## src/rtl/regfile_write_arbiter.sv

```systemverilog
// Arbitrates ALU and load-return writebacks onto one register-file write port,
// and sweeps every register with zero on request.
module regfile_write_arbiter #(
    parameter int unsigned DATA_W = 16,
    parameter int unsigned NREG   = 16
) (
    input  logic                      clk,
    input  logic                      rst,
    input  logic                      a_valid,
    output logic                      a_ready,
    input  logic [$clog2(NREG)-1:0]   a_dest,
    input  logic [DATA_W-1:0]         a_data,
    input  logic                      b_valid,
    output logic                      b_ready,
    input  logic [$clog2(NREG)-1:0]   b_dest,
    input  logic [DATA_W-1:0]         b_data,
    input  logic                      clr_start,
    output logic                      clr_busy,
    output logic                      wr_en,
    output logic [$clog2(NREG)-1:0]   wr_dest,
    output logic [DATA_W-1:0]         wr_data,
    output logic                      last_grant
);

    localparam int unsigned DEST_W = $clog2(NREG);

    typedef enum logic {
        ST_ARB   = 1'b0,
        ST_CLEAR = 1'b1
    } state_e;

    state_e              state_q, state_d;
    logic [DEST_W-1:0]   cnt_q, cnt_d;
    logic                wr_en_q, wr_en_d;
    logic [DEST_W-1:0]   wr_dest_q, wr_dest_d;
    logic [DATA_W-1:0]   wr_data_q, wr_data_d;
    logic                clr_busy_q, clr_busy_d;
    logic                last_grant_q, last_grant_d;
    logic                arb_open;
    logic                a_win;
    logic                b_win;

    // Ready is a pure function of state, valids and last grant; dest/data never gate it.
    always_comb begin
        arb_open = rst && (state_q == ST_ARB) && !clr_start;
        a_win    = a_valid && (!b_valid || last_grant_q);
        b_win    = b_valid && (!a_valid || !last_grant_q);
        a_ready  = arb_open && a_win;
        b_ready  = arb_open && b_win;
    end

    always_comb begin
        state_d      = state_q;
        cnt_d        = cnt_q;
        wr_en_d      = 1'b0;
        wr_dest_d    = wr_dest_q;
        wr_data_d    = wr_data_q;
        clr_busy_d   = 1'b0;
        last_grant_d = last_grant_q;
        case (state_q)
            ST_ARB: begin
                if (clr_start) begin
                    state_d    = ST_CLEAR;
                    cnt_d      = '0;
                    wr_en_d    = 1'b1;
                    wr_dest_d  = '0;
                    wr_data_d  = '0;
                    clr_busy_d = 1'b1;
                end else if (a_ready) begin
                    wr_en_d      = 1'b1;
                    wr_dest_d    = a_dest;
                    wr_data_d    = a_data;
                    last_grant_d = 1'b0;
                end else if (b_ready) begin
                    wr_en_d      = 1'b1;
                    wr_dest_d    = b_dest;
                    wr_data_d    = b_data;
                    last_grant_d = 1'b1;
                end
            end
            ST_CLEAR: begin
                // cnt_q is the index currently on the bus; the last one hands back to ARB.
                if (cnt_q == DEST_W'(NREG - 1)) begin
                    state_d = ST_ARB;
                    cnt_d   = '0;
                end else begin
                    cnt_d      = cnt_q + DEST_W'(1);
                    wr_en_d    = 1'b1;
                    wr_dest_d  = cnt_q + DEST_W'(1);
                    wr_data_d  = '0;
                    clr_busy_d = 1'b1;
                end
            end
            default: state_d = ST_ARB;
        endcase
    end

    always_ff @(posedge clk) begin
        if (!rst) begin
            state_q      <= ST_ARB;
            cnt_q        <= '0;
            wr_en_q      <= 1'b0;
            wr_dest_q    <= '0;
            wr_data_q    <= '0;
            clr_busy_q   <= 1'b0;
            last_grant_q <= 1'b1;
        end else begin
            state_q      <= state_d;
            cnt_q        <= cnt_d;
            wr_en_q      <= wr_en_d;
            wr_dest_q    <= wr_dest_d;
            wr_data_q    <= wr_data_d;
            clr_busy_q   <= clr_busy_d;
            last_grant_q <= last_grant_d;
        end
    end

    assign wr_en      = wr_en_q;
    assign wr_dest    = wr_dest_q;
    assign wr_data    = wr_data_q;
    assign clr_busy   = clr_busy_q;
    assign last_grant = last_grant_q;

endmodule

```

## config.mk

```make
export PLATFORM = sky130hd
export DESIGN_NAME = regfile_write_arbiter
export DESIGN_NICKNAME = d
export VERILOG_FILES = /design/src/rtl/regfile_write_arbiter.sv
export SDC_FILE = /design/constraint.sdc
export NUM_CORES = 1
export LEC_CHECK = 0
export BUFFER_PORTS_ARGS = -buffer_cell sky130_fd_sc_hd__buf_4
export CAP_MARGIN = 20
export CORE_MARGIN = 2
export CORE_UTILIZATION = 39
export DETAILED_ROUTE_END_ITERATION = 8
export GPL_ROUTABILITY_DRIVEN = 0
export GPL_TIMING_DRIVEN = 0
export PLACE_DENSITY = 0.78
export SYNTH_ARGS = -nofsm -noshare
export SYNTH_HDL_FRONTEND = slang
export SYNTH_SLANG_ARGS = --single-unit
```

## constraint.sdc

```tcl
create_clock -name clk -period 1.6 [get_ports clk]
set_clock_uncertainty 0.1 [all_clocks]
set_input_delay 0.24 -clock clk [delete_from_list [all_inputs] [get_ports clk]]
set_output_delay 0.24 -clock clk [all_outputs]
set_load 0.02 [all_outputs]
```

==> impl_metrics.csv <==
group,metric,value,unit
outcome,outcome,"finished with violations",
outcome,failed_checks,"setup timing",
global_routing,grt_max_degree,16,
global_routing,gr-total-overflow,0,
clock_network,htreeDepth,1,
finish,multi_input_area,713,um2
power,p_leak,1.02,nW
clock_network,cts-root-buf,"clkbuf_4",
sta,hold_violations,0,
synthesis,synth_top_family_by_area,"compound AO/OA/AOI/OAI gates",
finish,fin_nets,301,
sta,finalCritPeriodShare,1.11,
worst_setup_path,cp_max_fo,3,
power,powerDensity,651,nW/um2
floorplanning,start_util,0.417,
power,peakVddDrop,0.377,mV
worst_setup_path,crit_top_cell,"buf_6",
synthesis,netlist_area,1290,um2
synthesis,synth_cell_types,33,
power,sw_frac_of_total,0.290,
worst_setup_path,slowest_stage,"dfxtp_4",
power,p_clk_frac,0.198,
detailed_routing,dr_total_vias,1536,
place,port_buffers,69,
floorplanning,ios,70,
synthesis,ys_seq_area_frac,0.418,
worst_setup_path,critical-path-top-delay-family,"simple AND/OR/NAND/NOR gates",
synthesis,ys_ff_latch,27,
detailed_routing,via_per_inst,5.15,
hold_path,hold_class,"in -> reg",
synthesis,yosys.area_share.simple,0.145,
detailed_routing,antenna_left,0,
floorplanning,fp.dieArea,3790,um2
finish,area_delta_synth_final,77.3,%
clock_network,clk_pin_slew,0.15,ns
synthesis,syn_avg_cell_area,8.40,um2
worst_setup_path,cp-start-kind,"flop",
power,p_switching,0.433,mW
worst_setup_path,cp-end-kind,"output port",
synthesis,synth_warnings,0,
floorplanning,core_area,3100,um2
finish,diodes,0,
synthesis,synth_compound_area_frac,0.337,
sta,worst_slack,-0.171,ns
run,maxCapViolCount,0,
synthesis,synth_xor_area_frac,0.0135,
detailed_routing,first_pass_iters,4,
synthesis,synth_cells,154,
synthesis,syn_nets,200,
worst_setup_path,worstPathArrival,1.43,ns
sta,hold_slack,0.0546,ns
synthesis,synth_fa_ha_area_frac,0.00967,
place,hpwl,2640,um
global_routing,grt_pass1_wl,6350,um
finish,finish.utilization,0.739,
floorplanning,floorplan.rows,20,
sta,max_freq,565,MHz
worst_setup_path,slowest_delay,0.38,ns
sta,worst_slew_pin_slew,0.440,ns
global_routing,grt_usage,0.226,
finish,num-fill-cells,269,
global_routing,antenna_found_initial,0,
worst_setup_path,crit_type,"reg -> out",
worst_setup_path,path_buf_inv,2,
power,combPwrFrac,0.309,
clock_network,tritoncts,"done",
finish,drive_gt1_frac,0.516,
clock_network,cts_buffers,3,
detailed_routing,drc,0,
clock_network,clock_path_buffers,2,
power,intPower,1.06,mW
floorplanning,die_h,61.6,um
detailed_routing,drt-total-wl,4260,um
clock_network,clock_sinks,27,
synthesis,muxShareOfSynthArea,0,
worst_setup_path,worst-r2r-setup-slack,-0.11,ns
finish,final-seq-area,551,um2
floorplanning,die_x,61.6,um
worst_setup_path,path_cells,"nor3b_4 -> and3_4 -> buf_6 -> buf_6",
worst_setup_path,required,1.26,ns
sta,rsz0062_at_grt,"yes",
sta,slew_headroom,0.707,
sta,finalSetupViolCount,14,
detailed_routing,wl_per_cell,14.3,um
clock_network,clock_latency,0.33,ns
global_routing,grt_pass1_vias,1424,
power,seqPwrFrac,0.493,
sta,period_needed,1.77,ns
detailed_routing,initialDrtViolationCount,74,
power,p_total,1.49,mW
sta,maxSlewViolCount,0,
[worst min-delay path: cells and delay by family]
family | cells | cell delay, ns
buffers and inverters | 1 | 0.11
AO/OA/AOI/OAI | 1 | 0.07
AND/OR/NAND/NOR | 1 | 0.04
[state kept, by name (all words and copies together), names as in the netlist]
register and cells:
clr_busy 1, wr_dest 4, wr_data 16, last_grant 1, cnt_q 4, wr_en 1
[what timing repair did]
item / in CTS / in global routing
resized for setup: 25 / 23
buffers inserted: 9 / 16
endpoints found under the setup margin: 23 / 23
hold buffers: 0 / 0
cloned: 2 / 2
pin swaps: 10 / 12
[path summary, 6_finish.rpt]
check                 start    endpoint  cells after the start
setup / recovery   clr_busy     a_ready                      4
hold / removal    a_data[0]  wr_data[0]                      3
setup reg to reg   clr_busy  wr_dest[1]                      8
hold reg to reg    cnt_q[0]    cnt_q[0]                      1
[cell usage after synthesis]
cell type / n / share of area
xor2_1: 1 / 0.0068
nand2b_4: 1 / 0.011
nand3_1: 4 / 0.015
buf_4: 3 / 0.017
inv_1: 5 / 0.015
nor3b_2: 1 / 0.0097
a311oi_4: 1 / 0.020
and2_1: 1 / 0.0048
o21ai_0: 30 / 0.12
ha_1: 1 / 0.0097
a31oi_1: 17 / 0.082
a21boi_4: 1 / 0.015
clkbuf_2: 2 / 0.0077
o21ai_1: 6 / 0.023
dfxtp_1: 27 / 0.42
nand4_2: 1 / 0.0097
a22oi_1: 1 / 0.0058
nand2_1: 24 / 0.070
buf_6: 2 / 0.017
nor2_1: 1 / 0.0029
o22ai_1: 1 / 0.0048
a21oi_1: 4 / 0.015
and3_1: 1 / 0.0048
a41oi_1: 1 / 0.0068
buf_2: 3 / 0.012
a211oi_1: 1 / 0.0058
o21ai_2: 3 / 0.020
clkbuf_1: 3 / 0.0087
a222oi_1: 2 / 0.015
o211ai_1: 1 / 0.0058
xnor2_1: 1 / 0.0068
nand3b_1: 2 / 0.012
nor3b_1: 1 / 0.0058
[cell families (layout without fill, tap and decap cells)]
group                    Yosys count  after routing
adder cells (fa/ha/maj)            1              1
AND/OR/NAND/NOR                   37             37
AO/OA/AOI/OAI                     69             69
XOR/XNOR                           2              2
flip-flops                        27             27
buffers and inverters             18            118
[cell type report]
| type | instances | share of cell area |
|---|---|---|
| Sequential cell | 27 | 0.240 |
| Buffer | 12 | 0.0502 |
| Clock inverter | 1 | 0.00218 |
| Inverter | 5 | 0.0104 |
| Clock buffer | 3 | 0.00982 |
| Timing Repair Buffer | 97 | 0.352 |
| Multi-Input combinational cell | 109 | 0.311 |
| Tap cell | 44 | 0.0240 |
[metal layers]
metal	track usage	share of wire	vias to the layer above
li1	-	-	763
met1	0.292	0.44	700
met2	0.367	0.48	65
met3	0.0441	0.069	8
met4	0.0973	0.014	0
met5	0	0	-
[power groups by stage]
stage | Combinational, mW | Sequential [mW] | Clock, mW
floorplan | 0.128 | 0.792 | 0
global placement | 0.348 | 0.749 | 0
detailed placement | 0.350 | 0.749 | 0
CTS | 0.412 | 0.735 | 0.297
global route | 0.498 | 0.741 | 0.329
finish | 0.462 | 0.736 | 0.296
[cells in the final DEF (no fill, tap or decap), drive strengths merged, types with 2 or more instances in the layout]
cell type / netlist / final
clkinv: 0 / 2
a21oi: 4 / 4
nand3: 4 / 4
buf: 8 / 101
nand2: 24 / 24
nand3b: 2 / 2
nor3b: 2 / 2
dfxtp: 27 / 27
a222oi: 2 / 2
a31oi: 17 / 17
o21ai: 39 / 39
inv: 5 / 4
clkbuf: 5 / 11
[per-stage QoR]
step           cells  setup slack, ns  TNS [ns]  cell area (um2)
2_1_floorplan    154           0.0121         0             1300
3_3_place_gp     267           -0.280     -4.80             1870
3_5_place_dp     267           -0.313     -5.25             1870
4_1_cts          282           -0.187     -2.02             2110
5_1_grt          298           -0.216     -2.51             2290
6_report         298           -0.171     -1.19             2290
Power figures use the tool's default switching activity.
